**config.mk**
```make
export PLATFORM = sky130hd
export DESIGN_NAME = serial_adder_nand
export DESIGN_NICKNAME = d
export VERILOG_FILES = /design/src/rtl/serial_adder_nand_pkg.sv /design/src/rtl/full_adder_nand.sv /design/src/rtl/half_adder_nand.sv /design/src/rtl/serial_adder_nand.sv
export SDC_FILE = /design/constraint.sdc
export NUM_CORES = 1
export LEC_CHECK = 0
export CAP_MARGIN = 40
export CORE_UTILIZATION = 51
export DETAILED_ROUTE_END_ITERATION = 16
export HOLD_SLACK_MARGIN = 0.02
export PLACE_DENSITY = 0.78
export RECOVER_POWER = 25
export SLEW_MARGIN = 40
export SYNTH_ARGS = -nofsm -noshare
export SYNTH_HDL_FRONTEND = slang
export SYNTH_SLANG_ARGS = --single-unit
```
**constraint.sdc**
```tcl
create_clock -name clk -period 1.8 [get_ports clk]
set_input_delay 0.27 -clock clk [delete_from_list [all_inputs] [get_ports clk]]
set_output_delay 0.27 -clock clk [all_outputs]
set_load 0.005 [all_outputs]
```
**src/rtl/serial_adder_nand_pkg.sv**
```systemverilog
// Shared definitions for the bit-serial NAND adder.
//   sa_state_t : controller state encoding (IDLE=0, RUN=1, DONE=2)
//   SA_WIDTH   : default operand/result width
package serial_adder_nand_pkg;

    localparam int unsigned SA_WIDTH = 8;

    typedef enum logic [1:0] {
        S_IDLE = 2'd0,
        S_RUN  = 2'd1,
        S_DONE = 2'd2
    } sa_state_t;

endpackage

```
**src/rtl/full_adder_nand.sv**
```systemverilog
// One full-adder slice built from two NAND half adders and a NAND-form OR.
//   sum   : a ^ b ^ cin
//   carry : majority(a, b, cin)
//   a, b  : operand bits
//   cin   : carry-in bit
module full_adder_nand (
    output logic sum,
    output logic carry,
    input  logic a,
    input  logic b,
    input  logic cin
);

    logic s1;
    logic c1;
    logic c2;

    half_adder_nand u_ha0 (
        .sum   (s1),
        .carry (c1),
        .a     (a),
        .b     (b)
    );

    half_adder_nand u_ha1 (
        .sum   (sum),
        .carry (c2),
        .a     (s1),
        .b     (cin)
    );

    // c1 | c2 written as NAND(NAND(c1,c1), NAND(c2,c2))
    always_comb begin
        carry = ~(~(c1 & c1) & ~(c2 & c2));
    end

endmodule

```
**src/rtl/half_adder_nand.sv**
```systemverilog
// NAND-only half adder cell.
//   sum   : a ^ b
//   carry : a & b
//   a, b  : operand bits
module half_adder_nand (
    output logic sum,
    output logic carry,
    input  logic a,
    input  logic b
);

    logic n_ab;
    logic n_a;
    logic n_b;

    always_comb begin
        n_ab  = ~(a & b);
        n_a   = ~(a & n_ab);
        n_b   = ~(b & n_ab);
        sum   = ~(n_a & n_b);
        carry = ~(n_ab & n_ab);
    end

endmodule

```
**src/rtl/serial_adder_nand.sv**
```systemverilog
// Bit-serial ripple adder: one NAND full-adder slice reused over WIDTH cycles,
// with a carry flop closing the loop between cycles.
//   clk, rst_n : clock, asynchronous active-low reset
//   start      : request, accepted only in IDLE (captures a, b, cin)
//   busy       : high while bits are processed
//   done       : one-cycle pulse when sum/cout are updated
//   sum, cout  : registered result of the last completed addition
module serial_adder_nand
    import serial_adder_nand_pkg::*;
#(
    parameter int unsigned WIDTH = SA_WIDTH
) (
    input  logic             clk,
    input  logic             rst_n,
    input  logic             start,
    input  logic [WIDTH-1:0] a,
    input  logic [WIDTH-1:0] b,
    input  logic             cin,
    output logic             busy,
    output logic             done,
    output logic [WIDTH-1:0] sum,
    output logic             cout
);

    localparam int unsigned CNT_W = $clog2(WIDTH) + 1;
    localparam logic [CNT_W-1:0] CNT_LAST = CNT_W'(WIDTH - 1);

    sa_state_t        state_q, state_d;
    logic [WIDTH-1:0] a_sh_q, a_sh_d;
    logic [WIDTH-1:0] b_sh_q, b_sh_d;
    // Only WIDTH-1 result bits need storing: the final bit goes straight to sum.
    logic [WIDTH-2:0] r_sh_q, r_sh_d;
    logic             carry_q, carry_d;
    logic [CNT_W-1:0] cnt_q, cnt_d;
    logic [WIDTH-1:0] sum_q, sum_d;
    logic             cout_q, cout_d;

    logic             s_bit;
    logic             c_out;
    logic [WIDTH-1:0] r_next;

    full_adder_nand u_fa (
        .sum   (s_bit),
        .carry (c_out),
        .a     (a_sh_q[0]),
        .b     (b_sh_q[0]),
        .cin   (carry_q)
    );

    always_comb begin
        state_d = state_q;
        a_sh_d  = a_sh_q;
        b_sh_d  = b_sh_q;
        r_sh_d  = r_sh_q;
        carry_d = carry_q;
        cnt_d   = cnt_q;
        sum_d   = sum_q;
        cout_d  = cout_q;
        r_next  = {s_bit, r_sh_q};

        case (state_q)
            S_IDLE: begin
                if (start) begin
                    a_sh_d  = a;
                    b_sh_d  = b;
                    carry_d = cin;
                    cnt_d   = '0;
                    state_d = S_RUN;
                end
            end
            S_RUN: begin
                a_sh_d  = {1'b0, a_sh_q[WIDTH-1:1]};
                b_sh_d  = {1'b0, b_sh_q[WIDTH-1:1]};
                r_sh_d  = r_next[WIDTH-1:1];
                carry_d = c_out;
                cnt_d   = cnt_q + 1'b1;
                if (cnt_q == CNT_LAST) begin
                    sum_d   = r_next;
                    cout_d  = c_out;
                    state_d = S_DONE;
                end
            end
            S_DONE: begin
                state_d = S_IDLE;
            end
            default: begin
                state_d = S_IDLE;
            end
        endcase
    end

    always_ff @(posedge clk or negedge rst_n) begin
        if (!rst_n) begin
            state_q <= S_IDLE;
            a_sh_q  <= '0;
            b_sh_q  <= '0;
            r_sh_q  <= '0;
            carry_q <= 1'b0;
            cnt_q   <= '0;
            sum_q   <= '0;
            cout_q  <= 1'b0;
        end else begin
            state_q <= state_d;
            a_sh_q  <= a_sh_d;
            b_sh_q  <= b_sh_d;
            r_sh_q  <= r_sh_d;
            carry_q <= carry_d;
            cnt_q   <= cnt_d;
            sum_q   <= sum_d;
            cout_q  <= cout_d;
        end
    end

    always_comb begin
        busy = (state_q == S_RUN);
        done = (state_q == S_DONE);
        sum  = sum_q;
        cout = cout_q;
    end

endmodule
```
==> results.yml, run 1 <==
route:
  wl_mm: 3.35
  drt-initial-drc-count: 109
  drt_first_pass_iters: 4
  drc: 0
  vias_per_cell: 5.35
  vias: 1285
  ant_nets: 0
  post_drt_wl_per_cell_um: 13.9
setup_path:
  arrival_ns: 1.44
  start_kind: "register"
  critPathCaptureType: "output port"
  path_max_fanout: 2
  critPathRequiredTime_ns: 1.53
  worstSetupPathType: "register to output port"
logic_synthesis:
  yosys-top-cells-area: "dfrtp_1 (59%), nand2_1 (9.1%), a22oi_1 (5.9%)"
  yosysSeqAreaShare_pct: 59.0
  yosys_warnings: 0
  syn_area_mm2: 0.00165
  synth_top_area_share_pct: 59.0
  synth_cells: 154
  ys_types: 25
  synth.largest_area_cell: "dfrtp_1"
  ys_ff_latch: 39
  synthesis.nets: 176
  avgSynthCellArea_um2: 10.7
timing:
  tns_ns: 0
  timing.hold.ws_ns: 0.497
  maxSlewViolCount: 0
  tightest_slew_ns: 0.912
  skew_ns: 0.00956
  hold_violations: 0
  rsz0062_at_grt: "false"
  period_minus_slack_ns: 1.71
  max_freq_mhz: 584
  post-route-period-util_pct: 95.2
  max_slew_margin_pct: 39.2
  setup_viol: 0
run_status:
  status: "finished clean"
placement:
  portBuffers: 30
  place_congestion: 0.739
  dp_hpwl_mm: 2.25
cts:
  cts.reportedPaths.clkPinSlew_ns: 0.11
  htreeDepth: 2
  clkLatencyLatePin_ns: 0.35
  cts_tree: "yes"
  clk_path_buf_depth: 2
  cts_sinks: 39
  cts_buffers: 5
  clock-root-buffer: "clkbuf_4"
cells_and_area:
  syn_to_final_growth_pct: 29.1
  diodes: 0
  final_nets: 217
  drive_gt1_share_pct: 15.8
  final_core_util_pct: 69.9
global_routing:
  overflow: 0
  antenna_found_initial: 0
  grt-busiest-layer: "met2"
  grt_max_degree: 40
  grt_pass1_wl_mm: 5.73
  use_met2_pct: 37.7
  grt_usage_pct: 23.1
  grt_pass1_vias: 1281
  met1_usage_pct: 28.9
  grt_use_met3_pct: 4.62
power_and_ir_drop:
  leakage_nw: 0.960
  total_power_mw: 3.36
  peakVddDrop_uv: 961
  power_density_mw_per_mm2: 1570
job:
  cap_violations: 0
floorplanning:
  start_util_pct: 54.1
  core_area_mm2: 0.00305
  die_y_um: 58.9
  rows: 20
  io-pin-count: 31
  dieArea_mm2: 0.00347
  fp.dieW_um: 58.9
min_path:
  min_path_type: "register to register"
[placed cells by master, fill, tap and decap left out, types with 2 or more instances in the layout]
cell	instances
nand3_1	3
clkdlybuf4s50_1	28
a22o_1	2
mux2_2	8
nor2_1	3
a22oi_1	13
mux2_1	2
nand2_1	40
clkbuf_4	5
and3b_1	2
nor2b_1	3
dfrtp_1	38
o21ai_0	17
buf_4	9
a21oi_1	3
[cell usage after synthesis]
| library cell | n |
|---|---|
| clkbuf_1 | 5 |
| buf_4 | 1 |
| clkinv_1 | 1 |
| nand2b_2 | 1 |
| a22oi_1 | 13 |
| o21ai_0 | 17 |
| a22o_1 | 2 |
| nor3_4 | 1 |
| or3_1 | 1 |
| fa_1 | 1 |
| nand3_1 | 3 |
| mux2_2 | 8 |
| dfrtp_1 | 39 |
| o21bai_1 | 1 |
| buf_2 | 3 |
| and3b_1 | 2 |
| mux2_1 | 2 |
| inv_1 | 1 |
| a31oi_1 | 1 |
| nor2b_1 | 3 |
| ha_1 | 1 |
| a32o_1 | 1 |
| a21oi_1 | 3 |
| nand2_1 | 40 |
| nor2_1 | 3 |
[final cells by class]
cell class                      count  area [um^2]
Sequential cell                    39          977
Fill cell                         238          918
Multi-Input combinational cell    104          633
Timing Repair Buffer               43          408
Tap cell                           44         55.1
Clock buffer                        6         41.3
Clock inverter                      2         12.5
Inverter                            2         7.51
[power breakdown]
| part | switching [mW] | total, mW | internal (mW) |
|---|---|---|---|
| sequential | 0.241 | 1.48 | 1.24 |
| combinational | 0.679 | 1.44 | 0.763 |
| clock | 0.284 | 0.434 | 0.151 |
[through the flow]
stage | worst slack [ns] | std cells | instance area (um^2)
6_report | 0.0867 | 240 | 2130
5_1_grt | 0.0155 | 240 | 2130
4_1_cts | 0.0670 | 240 | 2140
3_5_place_dp | 0.253 | 228 | 2040
3_3_place_gp | 0.314 | 228 | 2040
2_1_floorplan | 0.380 | 154 | 1650
[cell families after synthesis]
kind of cell               count (synthesis)  share of synthesized area (%)
and+or+nand+nor                           54                           14.8
DFF                                       39                           59.0
AOI/OAI and AO/OA                         38                           14.5
adders and majority gates                  2                           1.97
muxes                                     10                           6.81
buffers and inverters                     11                           2.95
[critical path, cell delays in order (launching register included)]
cell and delay, ns:
dfrtp_1 0.40, nand2b_4 0.15, clkinv_1 0.05, clkdlybuf4s50_1 0.49
[timing repair]
| item | in CTS | in global routing |
|---|---|---|
| endpoints found under the setup margin | 2 | 0 |
| setup buffers | 3 | 0 |
| gates resized for setup | 4 | 0 |
| endpoints found under the hold margin | 39 | 0 |
| hold buffers | 1 | 0 |
[layer usage]
layer  vias up  share of wire, %
li1        613                 -
met1       631                44
met2        31                49
met3        10               4.5
met4         0               2.5
met5         -                 0
[flip-flops by register name, summed over array words and instances, names as in the netlist]
| signal | flops |
|---|---|
| r_sh_q | 7 |
| carry_q | 1 |
| state_q | 2 |
| cout | 1 |
| cnt_q | 4 |
| b_sh_q | 8 |
| a_sh_q | 8 |
| sum | 8 |
[worst paths after layout]
path,from,end,slack (ns),cells past startpoint
hold reg to reg,b_sh_q[2],b_sh_q[2],0.50,2
setup reg to reg,state_q[1],sum[2],0.27,5
max in group asynchronous,rst_n,state_q[0],0.52,3
setup / recovery,state_q[1],busy,0.09,3
min in group asynchronous,rst_n,a_sh_q[0],0.65,3
hold / removal,b_sh_q[2],b_sh_q[2],0.50,2
Power figures use the tool's default switching activity.
==> run 2, diff against run 1 <==
CORE_UTILIZATION = 52   (was 51)
DONT_BUFFER_PORTS = 1   (was default)
PLACE_DENSITY = 0.67   (was 0.78)
==> run 2 against run 1 <==
  * Final cell count fell by 15%
  * Non-clock buffer count fell by 35
  * Worst hold slack got worse by 0.39 ns
  * Critical path type is now register to register
  * Register-to-register slack got worse by 0.08 ns
  * Largest cell class unchanged
==> results.yml, run 2 (synthesis results as in run 1) <==
route:
  wl_mm: 3.04
  vias: 1132
  drc: 0
  vias_per_cell: 5.52
  drt_first_pass_iters: 4
  drt-initial-drc-count: 56
  ant_nets: 0
  post_drt_wl_per_cell_um: 14.8
setup_path:
  r2r_start: "cnt_q[0]"
  timing.rr.end: "sum[0]"
  critPathCaptureType: "register"
  r2r_cells: 4
  critPathRequiredTime_ns: 2.02
  path_max_fanout: 10
  arrival_ns: 1.83
  worstSetupPathType: "register to register"
  start_kind: "register"
  crit_path_max_incr_delay_ns: 0.41
  crit_chain: "ha_1 -> nand2_1 -> nor3_4 -> mux2_2"
  timing.reg2reg.setup_slack_ns: 0.19
  cpMaxStageDelayCell: "dfrtp_1"
floorplanning:
  core_area_mm2: 0.00303
  fp.dieW_um: 58.4
  dieArea_mm2: 0.00341
  rows: 20
  io-pin-count: 31
  die_y_um: 58.4
  start_util_pct: 54.6
cells_and_area:
  syn_to_final_growth_pct: 8.63
  final_area_mm2: 0.00180
  fillCellCount: 275
  multi_input_area_um2: 628
  most-common-layout-cells: "nand2_1 (40), dfrtp_1 (39), o21ai_0 (17)"
  drive_gt1_share_pct: 14.9
  layout_commonest_cell: "nand2_1"
  diodes: 0
  seq_area_um2: 976
  final_nets: 182
placement:
  portBuffers: 0
  place_congestion: 0.748
  dpl_cell_area_mm2: 0.00171
  dp_hpwl_mm: 2.04
timing:
  tightest_slew_ns: 0.917
  hold_violations: 0
  setup_viol: 0
  max_slew_margin_pct: 38.8
  max_freq_mhz: 620
  maxSlewViolCount: 0
  period_minus_slack_ns: 1.61
  post-route-period-util_pct: 89.6
  rsz0062_at_grt: "false"
  skew_ns: 0.00350
  tns_ns: 0
min_path:
  min_path_type: "input pin to register"
  hold_start: "start"
  whs_path_depth: 1
  min_to: "b_sh_q[7]"
run_status:
  status: "finished clean"
global_routing:
  overflow: 0
  antenna_found_initial: 0
  grt_pass1_wl_mm: 5.21
  grt_usage_pct: 20.5
  grt_max_degree: 40
  grt_pass1_vias: 1119
job:
  cap_violations: 0
power_and_ir_drop:
  power_density_mw_per_mm2: 1700
  leakage_nw: 0.822
  peakVddDrop_uv: 951
cts:
  cts_sinks: 39
  cts_buffers: 5
  post-cts-setup-buffers: 0
  clk_path_buf_depth: 2
  cts_tree: "yes"
  cts.reportedPaths.clkPinSlew_ns: 0.11
  cts_resized: 0
  clkLatencyLatePin_ns: 0.33
  htreeDepth: 2
  clock-root-buffer: "clkbuf_4"
-- run 2: cell count changes in the layout (fill, tap and decap cells not counted), sizes merged --
cell | previous run | this run
clkdlybuf4s50 | 28 | 0
dlygate4sd2 | 1 | 0
clkinvlp | 1 | 0
buf | 12 | 6
clkinv | 2 | 1
clkbuf | 7 | 9
-- run 2: layer usage --
| layer | track usage [%] | part of all wire (%) | vias up |
|---|---|---|---|
| met5 | 0 | 0 | - |
| met4 | 9.18 | 1.2 | 0 |
| met3 | 4.18 | 3.6 | 5 |
| met2 | 31.9 | 49 | 18 |
| met1 | 28.2 | 46 | 565 |
| li1 | - | - | 544 |
-- run 2: area by class of cell --
class | count | area share (%)
flip-flops and latches | 39 | 54.4
multi-input cells | 104 | 35.0
repair buffers | 8 | 3.34
well taps | 44 | 3.07
inverters | 2 | 0.418
clock buffers | 8 | 3.83
-- run 2: metrics by stage --
stage | hold WS, ns | worst slack (ns) | power, mW | utilization (%) | instances
floorplan | -0.0256 | 0.380 | 2.27 | - | 154
global placement | -0.0247 | 0.278 | 2.50 | 56.5 | 195
detailed placement | -0.0248 | 0.185 | 2.58 | 56.5 | 195
CTS | 0.0989 | 0.176 | 3.09 | 59.8 | 205
global route | 0.0914 | 0.0545 | 3.30 | 59.3 | 205
finish | 0.111 | 0.187 | 3.06 | 59.3 | 205
-- run 2: worst max-delay path by stage --
stage / endpoint / slack, ns / startpoint / cells after the start
final: sum[0] / 0.19 / cnt_q[0] / 4
after global routing: sum[3] / 0.05 / cnt_q[0] / 4
after CTS: sum[0] / 0.18 / cnt_q[0] / 4
after detailed placement: sum[0] / 0.19 / cnt_q[0] / 4
after global placement: sum[6] / 0.28 / cnt_q[0] / 4
after floorplan: sum[0] / 0.38 / cnt_q[0] / 4
-- run 2: timing repair --
item,in CTS,in global routing
hold buffers,2,0
setup endpoints to repair,0,0
hold endpoints to repair,39,0
-- run 2: critical path: cells and delay by family (launching register included) --
kind	cells	cell delay, ns
simple gates	2	0.51
fa+ha+maj	1	0.20
mux	1	0.39
flops	1	0.41
-- run 2: report_power, final --
| part | internal [mW] | leakage, nW | switching [mW] |
|---|---|---|---|
| registers | 1.24 | 0.506 | 0.248 |
| logic | 0.472 | 0.278 | 0.605 |
| clock network | 0.230 | 0.0386 | 0.264 |
==> run 3, diff against run 2 <==
CTS_CLUSTER_SIZE = 30   (was default)
==> results of run 3 <==
The final DEF is identical to that of run 2; final timing and power are the same.
